**config.mk**
```make
export PLATFORM = sky130hd
export DESIGN_NAME = bias_seq_flat
export DESIGN_NICKNAME = d
export VERILOG_FILES = /design/src/rtl/bias_seq_if.sv /design/src/rtl/bias_seq.sv /design/src/flat_wrapper.sv
export SDC_FILE = /design/constraint.sdc
export NUM_CORES = 2
export LEC_CHECK = 0
export CAP_MARGIN = 20
export CELL_PAD_IN_SITES_DETAIL_PLACEMENT = 1
export CELL_PAD_IN_SITES_GLOBAL_PLACEMENT = 2
export CORE_ASPECT_RATIO = 0.8
export CORE_MARGIN = 3
export CORE_UTILIZATION = 31
export CTS_CLUSTER_SIZE = 40
export DETAILED_ROUTE_END_ITERATION = 7
export DONT_BUFFER_PORTS = 1
export PLACE_DENSITY_LB_ADDON = 0.15
export SYNTH_ARGS = -nofsm -noshare
export SYNTH_HDL_FRONTEND = slang
export SYNTH_SLANG_ARGS = --single-unit
```
**constraint.sdc**
```tcl
create_clock -name clk -period 7.27 [get_ports clk]
set_input_delay 1.454 -clock clk [delete_from_list [all_inputs] [get_ports clk]]
set_output_delay 1.454 -clock clk [all_outputs]
set_load 0.01 [all_outputs]
```
**src/rtl/bias_seq_if.sv**
```systemverilog
// Signal bundle between the bias sequencer and its controller / bias_add datapath.
// The master side (controller) drives config, start and the upstream valid;
// the slave side (bias_seq) returns the bias word and the regenerated stream flags.
interface bias_seq_if #(
    parameter int NUM_WIDTH = 16,
    parameter int CH_WIDTH  = 8,
    parameter int PX_WIDTH  = 16
) ();
    logic                 cfg_wr;
    logic [CH_WIDTH-1:0]  cfg_addr;
    logic [NUM_WIDTH-1:0] cfg_data;
    logic                 cfg_ready;
    logic                 start;
    logic [CH_WIDTH-1:0]  num_ch;
    logic [PX_WIDTH-1:0]  num_px;
    logic                 up_valid;
    logic [NUM_WIDTH-1:0] bias;
    logic                 dn_valid;
    logic                 dn_last;
    logic                 busy;
    logic                 done;
    logic                 err;

    modport master (
        output cfg_wr, cfg_addr, cfg_data, start, num_ch, num_px, up_valid,
        input  cfg_ready, bias, dn_valid, dn_last, busy, done, err
    );

    modport slave (
        input  cfg_wr, cfg_addr, cfg_data, start, num_ch, num_px, up_valid,
        output cfg_ready, bias, dn_valid, dn_last, busy, done, err
    );
endinterface

```
**src/rtl/bias_seq.sv**
```systemverilog
// Bias sequencer: holds the per-channel bias table and steps the bias word presented
// to bias_add in lockstep with accepted beats, regenerating valid/last across
// bias_add's one-cycle register and flagging the end of a layer pass.
module bias_seq #(
    parameter int NUM_WIDTH = 16,
    parameter int CH_WIDTH  = 8,
    parameter int PX_WIDTH  = 16
) (
    input  logic       clk,
    input  logic       rst_n,
    bias_seq_if.slave  bus
);
    localparam int                  DEPTH   = 1 << CH_WIDTH;
    localparam logic [CH_WIDTH-1:0] CH_ZERO = '0;

    typedef enum logic [1:0] {
        S_IDLE  = 2'd0,
        S_RUN   = 2'd1,
        S_FLUSH = 2'd2
    } state_t;

    state_t               r_state;
    state_t               w_state_nxt;

    // Bias table: deliberately not reset so contents survive rst_n.
    logic [NUM_WIDTH-1:0] r_mem [DEPTH];

    logic [CH_WIDTH-1:0]  r_num_ch;
    logic [PX_WIDTH-1:0]  r_num_px;
    logic [CH_WIDTH-1:0]  r_ch_idx;
    logic [PX_WIDTH-1:0]  r_px_cnt;
    logic [NUM_WIDTH-1:0] r_bias;
    logic                 r_dn_valid;
    logic                 r_dn_last;
    logic                 r_done;
    logic                 r_err;

    logic                 w_in_idle;
    logic                 w_in_run;
    logic                 w_start_go;
    logic                 w_wr_en;
    logic                 w_beat;
    logic                 w_ch_end;
    logic                 w_final;
    logic [CH_WIDTH-1:0]  w_ch_nxt;
    logic                 w_fwd0;

    assign w_in_idle  = (r_state == S_IDLE);
    assign w_in_run   = (r_state == S_RUN);
    assign w_start_go = w_in_idle & bus.start;
    assign w_wr_en    = w_in_idle & bus.cfg_wr;
    assign w_beat     = w_in_run & bus.up_valid;
    assign w_ch_end   = (r_px_cnt == r_num_px);
    assign w_final    = w_beat & w_ch_end & (r_ch_idx == r_num_ch);
    assign w_ch_nxt   = r_ch_idx + 1'b1;
    // A write to entry 0 in the start cycle must reach the bias register directly.
    assign w_fwd0     = w_wr_en & (bus.cfg_addr == CH_ZERO);

    assign bus.bias     = r_bias;
    assign bus.dn_valid = r_dn_valid;
    assign bus.dn_last  = r_dn_last;
    assign bus.done     = r_done;
    assign bus.err      = r_err;

    // State register.
    always_ff @(posedge clk or negedge rst_n) begin
        if (!rst_n) begin
            r_state <= S_IDLE;
        end else begin
            r_state <= w_state_nxt;
        end
    end

    // Next-state and state-decoded status outputs.
    always_comb begin
        w_state_nxt   = r_state;
        bus.busy      = 1'b1;
        bus.cfg_ready = 1'b0;
        case (r_state)
            S_IDLE: begin
                bus.busy      = 1'b0;
                bus.cfg_ready = 1'b1;
                if (bus.start) begin
                    w_state_nxt = S_RUN;
                end
            end
            S_RUN: begin
                if (w_final) begin
                    w_state_nxt = S_FLUSH;
                end
            end
            S_FLUSH: begin
                w_state_nxt = S_IDLE;
            end
            default: begin
                w_state_nxt = S_IDLE;
            end
        endcase
    end

    // Table writes, accepted only while idle.
    always_ff @(posedge clk) begin
        if (w_wr_en) begin
            r_mem[bus.cfg_addr] <= bus.cfg_data;
        end
    end

    // Pass limits, pixel/channel counters and the bias word; bias advances only on
    // the edge that consumes the last pixel of a channel.
    always_ff @(posedge clk or negedge rst_n) begin
        if (!rst_n) begin
            r_num_ch <= '0;
            r_num_px <= '0;
            r_ch_idx <= '0;
            r_px_cnt <= '0;
            r_bias   <= '0;
        end else if (w_start_go) begin
            r_num_ch <= bus.num_ch;
            r_num_px <= bus.num_px;
            r_ch_idx <= '0;
            r_px_cnt <= '0;
            r_bias   <= w_fwd0 ? bus.cfg_data : r_mem[CH_ZERO];
        end else if (w_beat) begin
            if (w_ch_end) begin
                r_px_cnt <= '0;
                if (r_ch_idx != r_num_ch) begin
                    r_ch_idx <= w_ch_nxt;
                    r_bias   <= r_mem[w_ch_nxt];
                end
            end else begin
                r_px_cnt <= r_px_cnt + 1'b1;
            end
        end
    end

    // Stream flags delayed one cycle to match bias_add, plus the sticky misuse flag.
    always_ff @(posedge clk or negedge rst_n) begin
        if (!rst_n) begin
            r_dn_valid <= 1'b0;
            r_dn_last  <= 1'b0;
            r_done     <= 1'b0;
            r_err      <= 1'b0;
        end else begin
            r_dn_valid <= w_beat;
            r_dn_last  <= w_final;
            r_done     <= w_final;
            if (bus.up_valid && !w_in_run) begin
                r_err <= 1'b1;
            end else if (w_start_go) begin
                r_err <= 1'b0;
            end
        end
    end
endmodule

```
**src/flat_wrapper.sv**
```systemverilog
// flat-port wrapper written by rule: the top's interface ports become plain ports
module bias_seq_flat 
#(
    parameter int NUM_WIDTH = 16,
    parameter int CH_WIDTH  = 8,
    parameter int PX_WIDTH  = 16
)
  (clk, rst_n, bus_cfg_wr, bus_cfg_addr, bus_cfg_data, bus_start, bus_num_ch, bus_num_px, bus_up_valid, bus_cfg_ready, bus_bias, bus_dn_valid, bus_dn_last, bus_busy, bus_done, bus_err);
  bias_seq_if #(.NUM_WIDTH(NUM_WIDTH), .CH_WIDTH(CH_WIDTH), .PX_WIDTH(PX_WIDTH)) bus_i ();
  input  logic clk;
  input  logic rst_n;
  input wire logic [$bits(bus_i.cfg_wr)-1:0] bus_cfg_wr;
  input wire logic [$bits(bus_i.cfg_addr)-1:0] bus_cfg_addr;
  input wire logic [$bits(bus_i.cfg_data)-1:0] bus_cfg_data;
  input wire logic [$bits(bus_i.start)-1:0] bus_start;
  input wire logic [$bits(bus_i.num_ch)-1:0] bus_num_ch;
  input wire logic [$bits(bus_i.num_px)-1:0] bus_num_px;
  input wire logic [$bits(bus_i.up_valid)-1:0] bus_up_valid;
  output wire logic [$bits(bus_i.cfg_ready)-1:0] bus_cfg_ready;
  output wire logic [$bits(bus_i.bias)-1:0] bus_bias;
  output wire logic [$bits(bus_i.dn_valid)-1:0] bus_dn_valid;
  output wire logic [$bits(bus_i.dn_last)-1:0] bus_dn_last;
  output wire logic [$bits(bus_i.busy)-1:0] bus_busy;
  output wire logic [$bits(bus_i.done)-1:0] bus_done;
  output wire logic [$bits(bus_i.err)-1:0] bus_err;
  assign bus_i.cfg_wr = bus_cfg_wr;
  assign bus_i.cfg_addr = bus_cfg_addr;
  assign bus_i.cfg_data = bus_cfg_data;
  assign bus_i.start = bus_start;
  assign bus_i.num_ch = bus_num_ch;
  assign bus_i.num_px = bus_num_px;
  assign bus_i.up_valid = bus_up_valid;
  assign bus_cfg_ready = bus_i.cfg_ready;
  assign bus_bias = bus_i.bias;
  assign bus_dn_valid = bus_i.dn_valid;
  assign bus_dn_last = bus_i.dn_last;
  assign bus_busy = bus_i.busy;
  assign bus_done = bus_i.done;
  assign bus_err = bus_i.err;
  bias_seq #(.NUM_WIDTH(NUM_WIDTH), .CH_WIDTH(CH_WIDTH), .PX_WIDTH(PX_WIDTH)) u_core (.clk(clk), .rst_n(rst_n), .bus(bus_i));
endmodule
```
==> results.py <==
metrics = {
    "status": {
        "run_status": "finished with violations",
        "violations": "slew limit",
    },
    "synthesis": {
        "synth-async-reset-ratio_pct": 1.66,
        "avgSynthCellArea_um2": 20.8,
        "synthFlopType": "edfxtp_1",
        "synth_warnings": 0,
        "ys_ff_latch": 4165,
        "synth.distinct_cells": 63,
        "netlist_area_mm2": 0.161,
        "synth_edf_count": 4096,
        "syn_inst": 7738,
        "synth_fp_nets": 7793,
        "yosysSeqAreaShare_pct": 77.3,
    },
    "floorplan": {
        "core-area_mm2": 0.517,
        "die_x_um": 812,
        "ios": 75,
        "die_y_um": 651,
        "num_rows": 236,
        "initial_core_util_pct": 31.2,
        "design.die.area_mm2": 0.529,
    },
    "grt": {
        "grt_max_degree": 258,
        "grt_usage_pct": 19.8,
        "grt_pass1_vias": 84100,
        "grt_pass1_wl_um": 729000,
        "antenna_found_initial": 60,
        "grt-ovfl-total": 0,
    },
    "sta": {
        "setup_tns_ns": 0,
        "tightest_slew_ns": 1.64,
        "relSlewSlack_pct": -9.27,
        "rsz0062_at_grt": "no",
        "finalHoldViolCount": 0,
        "skew_ns": 0.0937,
        "period_needed_ns": 5.58,
        "slew_violations": 52,
        "max_freq_ghz": 0.179,
        "setup_viol": 0,
        "min_period_over_period_pct": 76.7,
    },
    "power_and_ir_drop": {
        "ir_drop_uv": 300,
        "leakage_nw": 56.8,
        "power.density_mw_per_mm2": 335,
    },
    "drt": {
        "vias": 80900,
        "drtIter0Drc": 8838,
        "wl_um": 532000,
        "ant_nets": 0,
        "drc_errors": 0,
        "wl_per_cell_um": 34.5,
        "drtPass1Iterations": 5,
        "viasPerCell": 5.24,
    },
    "placement": {
        "gp_congestion": 0.786,
        "hpwlAfterDp_um": 310000,
        "placed_cell_area_mm2": 0.173,
        "port_buffers": 0,
    },
    "clock_tree": {
        "clkTransAtPathRegs_ns": 0.07,
        "htreeDepth": 5,
        "cts_buffers": 428,
        "clock_latency_ns": 1.05,
        "clockRootBuffer": "clkbuf_16",
        "clock_sinks": 4165,
        "cts_tree": "yes",
        "cts.repair.resized": 0,
        "clk_path_buf_depth": 4,
    },
    "job": {
        "cap_violations": 0,
    },
    "setup_path": {
        "rrSetupSlack_ns": 1.69,
        "cp.required_ns": 8.12,
        "path_class": "register to register",
        "crit_path_start_kind": "register",
        "critPathMaxFanout": 33,
        "arrival_ns": 6.42,
        "worstSetupEndpointType": "register",
    },
    "final_layout": {
        "postLayoutCellArea_mm2": 0.186,
        "final_util_pct": 36.0,
        "fin_nets": 8215,
        "synthToLayoutAreaGrowth_pct": 15.4,
        "drive_gt1_share_pct": 26.8,
    },
    "hold_path": {
        "min_path_type": "input pin to async pin",
    },
}
==> cells in the mapped netlist (2+ instances only) <==
master     instances  area (um2)
buf_1             63         236
or3_1              6        37.5
a41oi_1            3        26.3
nor4_1            31         194
nor3_1             4        20.0
xor2_1            15         131
a21oi_1           93         465
mux4_2          1110       25000
and2_1             3        18.8
nand4_1           35         219
ha_1               2        25.0
nor3b_1            5        37.5
o22ai_1           15        93.8
xnor2_1           25         219
o41ai_1            2        17.5
a2111oi_0          3        26.3
mux2_2            17         191
and3_1             5        31.3
edfxtp_1        4096      123000
nand2_1          784        2940
o21ai_0           10        50.1
mux2i_1           34         340
o31ai_1            2        15.0
o21ai_1            6        30.0
buf_4             14         105
buf_6              7        78.8
nor2b_1           18         113
dfrtp_1           69        1730
buf_2            184         921
a31oi_1           13        81.3
xnor2_2            4        65.1
clkbuf_1         187         702
nand3_1          527        2640
inv_1              4        15.0
o211ai_1          17         128
or2_2              3        18.8
nor2_1           296        1110
==> final timing paths <==
check,start,to,depth (start not counted)
worst max-delay path,u_core.r_ch_idx[0],u_core.bus.bias[0],11
max in group asynchronous,rst_n,u_core.r_ch_idx[0],1
min in group clk,u_core.r_num_px[1],u_core.r_num_px[1],2
worst min register to register,u_core.r_num_px[1],u_core.r_num_px[1],2
worst max register to register,u_core.r_ch_idx[0],u_core.bus.bias[0],11
worst min-delay path,rst_n,u_core.r_num_px[5],0
==> placed cells by master, fill, tap and decap left out, drive strengths merged, types with 18 or more instances in the layout <==
master  count
nor2      297
nor2b      18
a21oi      93
nand3     528
nand2     784
nand4      36
buf       446
nor4       32
dfrtp      69
mux2i      34
diode      26
bufinv     24
mux4     1110
clkbuf    529
clkinv    210
edfxtp   4096
xnor2      29
==> registers in the layout, summed over array words and instances, names as in the netlist <==
signal,flops
u_core.r_ch_idx,8
u_core.bus.dn_last,1
u_core.r_state,2
u_core.bus.err,1
u_core.bus.bias,16
u_core.bus.dn_valid,1
u_core.r_num_ch,8
u_core.r_num_px,16
u_core.r_px_cnt,16
u_core.r_mem,4096
==> logic make-up after synthesis <==
family | Yosys count | synth area share [%]
DFF | 4165 | 77.3
muxes | 1161 | 15.8
and+or+nand+nor | 1728 | 4.64
xor gates and xnor gates | 45 | 0.268
AOI/OAI and AO/OA | 177 | 0.650
adders and majority gates | 2 | 0.0155
buffers and inverters | 460 | 1.28
==> critical path, stage by stage (launching register included) <==
cell	delay, ns
dfrtp_4	0.68
ha_4	1.06
buf_12	0.30
buf_4	0.39
buf_4	0.28
mux4_2	0.36
mux4_2	0.55
nand3_1	0.12
nand3_1	0.13
nor4_1	1.06
buf_4	0.25
a31oi_1	0.10
==> layout make-up <==
class                           count  area [um2]
Tap cell                         6902        8640
Multi-Input combinational cell   3113       35100
Timing Repair Buffer              447        4350
Antenna cell                       26        65.1
Inverter                            5        18.8
Clock inverter                    253        2030
Clock buffer                      529       11200
Sequential cell                  4165      125000
Fill cell                       50100      331000
==> repair_timing <==
item,4_1_cts,5_1_grt
hold buffers,1,0
buffers inserted,0,0
hold endpoints to repair,10,0
==> through the flow <==
step,std cells,setup WS [ns],hold slack [ns],power (mW)
floorplan,7738,3.12,0.448,36.5
global placement,14600,1.43,0.491,41.8
detailed placement,14600,1.75,0.489,41.7
CTS,15400,1.70,0.00924,63.2
global route,15400,1.60,0.0413,64.8
finish,15400,1.69,0.131,62.4
==> where the power goes <==
group / internal (mW) / switching, mW
sequential: 26.5 / 0.307
clock: 11.8 / 9.56
combinational: 6.33 / 7.90
total: 44.6 / 17.8
==> per-layer routing <==
layer | vias to the layer above | GRT usage, % | share of wire [%] | wire (um)
li1 | 32700 | - | - | -
met1 | 45000 | 28.9 | 45 | 241000
met2 | 2548 | 29.6 | 44 | 236000
met3 | 601 | 5.29 | 7.8 | 41400
met4 | 16 | 4.75 | 2.6 | 13700
met5 | - | 0.454 | 0.079 | 420
Power figures use the tool's default switching activity.
